`src/rtl/bc_word_serializer.sv`:
```
// Word-to-serial framer: pops DATA_W-bit words over ready/valid and sends each as a framed, MSB-first bit stream.
// Optional even-parity bit after the data bits when BC_SER_PARITY_EN is defined.
module bc_word_serializer #(
  parameter int DATA_W       = 16,
  parameter int CLKS_PER_BIT = 4
) (
  input  logic              clk,
  input  logic              rst,
  input  logic [DATA_W-1:0] in_data,
  input  logic              in_valid,
  output logic              in_rdy,
  output logic              ser_frame,
  output logic              ser_clk,
  output logic              ser_data,
  output logic              frame_done,
  output logic [15:0]       frames_sent
);

  localparam int PH_W  = (CLKS_PER_BIT > 2) ? $clog2(CLKS_PER_BIT) : 1;
  localparam int BIT_W = $clog2(DATA_W);
  localparam logic [PH_W-1:0]  PH_LAST  = PH_W'(CLKS_PER_BIT - 1);
  localparam logic [PH_W-1:0]  PH_HALF  = PH_W'(CLKS_PER_BIT / 2);
  localparam logic [BIT_W-1:0] BIT_LAST = BIT_W'(DATA_W - 1);

  typedef enum logic [2:0] {
    S_IDLE,
    S_LEAD,
    S_SHIFT,
`ifdef BC_SER_PARITY_EN
    S_PARITY,
`endif
    S_GAP
  } state_t;

  state_t            r_state;
  logic [DATA_W-1:0] r_shift;
  logic [PH_W-1:0]   r_phase;
  logic [BIT_W-1:0]  r_bit;
`ifdef BC_SER_PARITY_EN
  logic              r_parity;
`endif

  logic [PH_W-1:0] w_phase_nxt;
  logic            w_phase_last;
  logic            w_bit_last;
  logic            w_clk_nxt;

  assign w_phase_nxt  = r_phase + PH_W'(1);
  assign w_phase_last = (r_phase == PH_LAST);
  assign w_bit_last   = (r_bit == BIT_LAST);
  // Serial clock is low for the first half of a bit and high for the rest.
  assign w_clk_nxt    = (w_phase_nxt >= PH_HALF);

  // NOTE: sequential state uses non-blocking assignments so every register sees pre-edge values.
  always_ff @(posedge clk) begin
    if (rst) begin
      r_state     <= S_IDLE;
      // NOTE: the shift register is cleared too, so no stale word survives an aborted frame.
      r_shift     <= '0;
      r_phase     <= '0;
      r_bit       <= '0;
`ifdef BC_SER_PARITY_EN
      r_parity    <= 1'b0;
`endif
      in_rdy      <= 1'b1;
      ser_frame   <= 1'b0;
      ser_clk     <= 1'b0;
      ser_data    <= 1'b0;
      frame_done  <= 1'b0;
      frames_sent <= '0;
    end else begin
      frame_done <= 1'b0;
      case (r_state)
        S_IDLE: begin
          if (in_valid) begin
            r_shift   <= in_data;
`ifdef BC_SER_PARITY_EN
            r_parity  <= ^in_data;
`endif
            r_phase   <= '0;
            in_rdy    <= 1'b0;
            ser_frame <= 1'b1;
            r_state   <= S_LEAD;
          end
        end

        S_LEAD: begin
          if (w_phase_last) begin
            r_phase  <= '0;
            r_bit    <= '0;
            ser_data <= r_shift[DATA_W-1];
            r_shift  <= {r_shift[DATA_W-2:0], 1'b0};
            r_state  <= S_SHIFT;
          end else begin
            r_phase <= w_phase_nxt;
          end
        end

        S_SHIFT: begin
          if (w_phase_last) begin
            r_phase <= '0;
            ser_clk <= 1'b0;
            if (w_bit_last) begin
`ifdef BC_SER_PARITY_EN
              ser_data <= r_parity;
              r_state  <= S_PARITY;
`else
              ser_frame   <= 1'b0;
              ser_data    <= 1'b0;
              frame_done  <= 1'b1;
              frames_sent <= frames_sent + 16'd1;
              r_state     <= S_GAP;
`endif
            end else begin
              r_bit    <= r_bit + BIT_W'(1);
              ser_data <= r_shift[DATA_W-1];
              r_shift  <= {r_shift[DATA_W-2:0], 1'b0};
            end
          end else begin
            r_phase <= w_phase_nxt;
            ser_clk <= w_clk_nxt;
          end
        end

`ifdef BC_SER_PARITY_EN
        S_PARITY: begin
          if (w_phase_last) begin
            r_phase     <= '0;
            ser_clk     <= 1'b0;
            ser_frame   <= 1'b0;
            ser_data    <= 1'b0;
            frame_done  <= 1'b1;
            frames_sent <= frames_sent + 16'd1;
            r_state     <= S_GAP;
          end else begin
            r_phase <= w_phase_nxt;
            ser_clk <= w_clk_nxt;
          end
        end
`endif

        S_GAP: begin
          if (w_phase_last) begin
            r_phase <= '0;
            in_rdy  <= 1'b1;
            r_state <= S_IDLE;
          end else begin
            r_phase <= w_phase_nxt;
          end
        end

        default: begin
          r_state <= S_IDLE;
          in_rdy  <= 1'b1;
        end
      endcase
    end
  end

endmodule

```
`config.mk`:
```
export PLATFORM = sky130hd
export DESIGN_NAME = bc_word_serializer
export DESIGN_NICKNAME = d
export VERILOG_FILES = /design/src/rtl/bc_word_serializer.sv
export SDC_FILE = /design/constraint.sdc
export NUM_CORES = 1
export LEC_CHECK = 0
export CORE_ASPECT_RATIO = 0.75
export CORE_MARGIN = 2
export CORE_UTILIZATION = 47
export DETAILED_ROUTE_END_ITERATION = 8
export HOLD_SLACK_MARGIN = 0.08
export PLACE_DENSITY_LB_ADDON = 0.12
export SLEW_MARGIN = 30
export SYNTH_ARGS = -nofsm -noshare
export SYNTH_HDL_FRONTEND = slang
export SYNTH_SLANG_ARGS = --single-unit
```
`constraint.sdc`:
```
create_clock -name clk -period 1.9 [get_ports clk]
set_input_delay 0.285 -clock clk [delete_from_list [all_inputs] [get_ports clk]]
set_output_delay 0.285 -clock clk [all_outputs]
set_load 0.005 [all_outputs]
```
# Word-level counts from Yosys, hierarchy flattened
# Index checks and enable logic that the tools add are counted.
op_classes:
  addsub: 3
  magnitude_cmp: 1
  n_eq_ne: 11
  n_mux: 31
  bitwise_logic: 3
  n_reduce_logical: 16
ops:
  columns: ["cell", "count"]
  rows:
  - ["$mux W16", 4]
  - ["$pmux W16 S3", 1]
  - ["$add A16 B1 Y16 const B", 1]
  - ["$mux W3", 5]
  - ["$mux W4", 3]
  - ["$ne A2 B2 Y1 const B", 6]
  - ["$pmux W3 S4", 1]
  - ["$mux W1", 10]
  - ["$reduce_and A5 Y1", 2]
  - ["$reduce_and A3 Y1", 3]
  - ["$pmux W4 S2", 1]
  - ["$reduce_and A4 Y1", 2]
  - ["$eq A3 B2 Y1 const B", 2]
  - ["$reduce_bool A2 Y1", 3]
  - ["$reduce_or A3 Y1", 2]
  - ["$add A4 B1 Y4 const B", 1]
  - ["$eq A4 B4 Y1 const B", 1]
  - ["$mux W2", 2]
  - ["$pmux W1 S2", 2]
  - ["$pmux W2 S2", 1]
  - ["$eq A3 B1 Y1 const B", 1]
  - ["$logic_not A3 Y1", 1]
  - ["$not A1 Y1", 3]
  - ["$pmux W1 S3", 1]
  - ["6 further kinds", 6]
word_totals:
  regBits: 46
  in_bits: 19
  output_inout_bits: 21
  wordCells: 75

# Logic depth before layout (Yosys ltp)
# Gate-level depths: netlist of run 1.
logic_depth:
  ltp_word: 4
  depth_mapped: 8
  mapped_depth_nobuf: 6

# Worst setup path after synthesis of run 1
# OpenSTA, ideal clock, no wires.
synth_timing:
  path_kind: "flip-flop to flip-flop"
  from: "register r_bit[0]"
  to: "register frames_sent[15]"
  setup_ps: 121
  t_arrival_ps: 1953
  required_time_ps: 1779
  slack_ps: -173
  path_stages_with_launch: 7
  n_path_buf: 1
  synth_period_minus_slack_ps: 2073
  path_cell_list: "dfxtp_1 > ha_1 > nand3_4 > or4_4 > buf_6 > nor4_1 > mux2_2"
synth_between:
  elab_chain_cells: 2
synth_rtl:
  columns: ["element", "line", "rtl"]
  rows:
  - ["start, declared", "38", "logic [BIT_W-1:0] r_bit;"]
  - ["start signal, assigned", "115", "r_bit <= r_bit + BIT_W'(1);"]
  - ["$eq A4 B4 Y1", "50", "assign w_bit_last = (r_bit == BIT_LAST);"]
  - ["$reduce_and A3 Y1 (no line)", null, null]
  - ["end signal, assigned", "111", "frames_sent <= frames_sent + 16'd1;"]
  - ["end, declared", "16", "output logic [15:0] frames_sent"]
# No other way between the ends.
# A chain may end at the register's enable or synchronous reset.

# Worst setup path in the final report of run 1
layout_timing:
  from: "register r_bit[0]"
  to: "register frames_sent[12]"
# Same word-level chain as after synthesis.

==> flow_summary_export.csv, run 1 <==
group,metric,value,unit
floorplanning,dieArea,5280,sq um
yosys,synth_area_leader_cell,"dfxtp_1",
floorplanning,start_util,49.3,%
cts,cts_tree,"built",
pwr,peakVddDrop,0.000655,V
pwr,p_leak,1.08,nW
yosys,yosys.area.top_type_share,40.7,%
worst_hold_path,hold_class,"flop to flop",
placement,gp_congestion,0.821,
sta,fmax,0.536,GHz
finish,syn2layout_area_growth,35.3,%
cts,ctsHtreeMaxLevel,2,
floorplanning,die_height,63.4,um
placement,place_area,2830,sq um
yosys,synth_edf_count,0,
pwr,power,0.00365,W
cts,clock_path_buffers,2,
yosys,netlist_area,2210,sq um
sta,setup_viol,0,
cts,hold_buffers,0,
sta,timing.setup.tns,0,ps
outcome,status,"completed",
cts,clock-sinks,45,
sta,finalHoldViolCount,0,
routing,drt_first_iter_violations,91,
worst_setup_path,crit_type,"flop to flop",
yosys,yosys_most_used_dff,"dfxtp_1",
yosys,avgSynthCellArea,9.00,sq um
routing,viasPerCell,5.43,
yosys,yosys_warnings,0,
sta,tightest_slew,383,ps
routing,first_pass_iters,4,
finish,finalInstanceArea,3000,sq um
routing,via_count,1962,
sta,min_period,1870,ps
finish,num-nets-final,333,
global_routing,grt_start_max_net_pins,33,
job,maxCapViolCount,0,
yosys,synthCells,246,
global_routing,grt_pass1_vias,1739,
placement,hpwl,3.36,mm
yosys,ys_ff_latch,45,
routing,antenna_left,0,
sta,slew-limit-headroom,73.8,%
yosys,synthTopCellsByArea,"dfxtp_1 41%, mux2i_1 8.1%, ha_1 6.2%, nor2_1 5.3%, a211oi_1 5.1%",
cts,clock_latency,290,ps
yosys,synth.distinct_cells,44,
worst_setup_path,path_max_fanout,8,
pwr,powerDensity,1220,nW/um^2
routing,wl,4.73,mm
floorplanning,io_pins,40,
global_routing,grt_pass1_wl,7.79,mm
worst_setup_path,cp-end-kind,"flop",
routing,wire_per_inst,13.1,um
cts,root_buffer,"clkbuf_8",
cts,numCtsBuffers,5,
global_routing,grt_usage,17.9,%
floorplanning,die_width,83.3,um
sta,rsz0062_at_grt,"yes",
sta,report.final.slew_viol_count,0,
global_routing,grt-ovfl-total,0,
cts,clkTransAtPathRegs,80,ps
finish,final_core_util,66.7,%
worst_setup_path,cp.required,2120,ps
finish,antenna-diode-count,0,
worst_setup_path,startpoint_type,"flop",
placement,pre_cts_ws,23.7,ps
finish,drive_above_1_share,16.1,%
placement,port_buffers,39,
yosys,yosysMostFrequentCell,"dfxtp_1",
floorplanning,rows,21,
global_routing,antenna_found_initial,0,
yosys,syn_nets,276,
yosys,synth_common_cells,"45 x dfxtp_1, 31 x nor2_1, 18 x mux2i_1, 15 x a211oi_1, 15 x a21oi_1",
yosys,async_reset_ff_share,0,%
floorplanning,coreArea,4490,sq um
sta,fin_ws,33.7,ps
sta,fin_crit_sh,98.2,%
worst_setup_path,critPathArrivalTime,2090,ps
routing,drc,0,
yosys,seq_area_frac_synth,40.7,%
sta,fin_worst_skew,6.00,ps
finish,fillers,361,
state kept, by name, summed over array words and instances (netlist names), 2 cells and up:
name and count:
frames_sent 16, r_state 2, r_bit 4, r_phase 2
r_shift 16
final timing paths:
| check | start | end | slack (ps) | depth (start not counted) |
|---|---|---|---|---|
| worst max-delay path | r_bit[0]$_SDFFE_PP0P_ | frames_sent[12]$_SDFFE_PP0P_ | 30 | 5 |
| worst min-delay path | in_rdy$_SDFFE_PP1P_ | in_rdy$_SDFFE_PP1P_ | 480 | 1 |
| worst max register to register | r_bit[0]$_SDFFE_PP0P_ | frames_sent[12]$_SDFFE_PP0P_ | 30 | 5 |
| worst min register to register | in_rdy$_SDFFE_PP1P_ | in_rdy$_SDFFE_PP1P_ | 480 | 1 |
report_power, final:
group          switching, W  internal, W  leakage [nW]
registers          0.000114      0.00114         0.370
logic              0.000820     0.000831         0.651
clock network      0.000320     0.000429        0.0585
critical path, stage by stage (launching register included):
cell,delay (ps)
dfxtp_4,390
ha_4,150
nand3_4,70
or4_4,590
or4_1,440
a21oi_1,150
layer usage:
metal  global-route usage [%]  wire [um]  vias to the layer above
met4                     5.12         38                        0
li1                         -          -                     1019
met2                     27.5       2090                       47
met3                     4.33        205                        5
met1                     24.9       2400                      891
met5                        0          0                        -
cells by family (layout without fill, tap and decap cells):
| family | Yosys count | after routing | synth area share (%) |
|---|---|---|---|
| compound gates | 53 | 53 | 16.0 |
| fa+ha+maj | 11 | 11 | 6.21 |
| buf+inv | 24 | 82 | 4.46 |
| flops | 45 | 45 | 40.7 |
| mux | 19 | 19 | 8.64 |
| simple gates | 88 | 88 | 21.6 |
| xor+xnor | 6 | 6 | 2.37 |
metrics by stage:
step / instances / hold slack [ps]
after global placement: 351 / 455
after global routing: 361 / 504
after detailed placement: 351 / 455
after floorplan: 246 / 445
final: 361 / 475
after CTS: 359 / 475
cell usage in the layout, fill, tap and decap left out, drive strengths merged, types with 2 or more instances in the layout:
master and count:
o21ai 6, nor2b 5, a31oi 2, inv 9, nand4 5, ha 11, a2111oi 2, clkbuf 7
or2 2, nor2 31, xnor2 6, nand2b 3, buf 26, a21oi 15, dfxtp 45, a211o 2
mux2i 18, a211oi 15, or4 6, or3 3, nand2 7, nand3b 3, clkdlybuf4s50 39, o31ai 5
nor4 5, nand3 8, nor3 4
area by class of cell:
class | count | area, sq um | share of cell area (%)
clock buffers | 7 | 86.3 | 2.88
clock inverters | 1 | 30.0 | 1.00
inverters | 9 | 33.8 | 1.13
multi-input cells | 177 | 1250 | 41.8
flip-flops and latches | 45 | 910 | 30.4
well taps | 57 | 71.3 | 2.38
repair buffers | 65 | 614 | 20.5
timing repair:
item / 4_1_cts / 5_1_grt
gates resized for setup: 0 / 11
buffers inserted: 0 / 2
endpoints found under the setup margin: 0 / 9
Note: power is estimated with default switching activity, not from simulation.
==> run 2: changes to the inputs <==
Settings changed: CTS_CLUSTER_DIAMETER set to 60.
==> results of run 2 <==
Same layout as run 1: the final DEF is identical, and so are final timing and power.
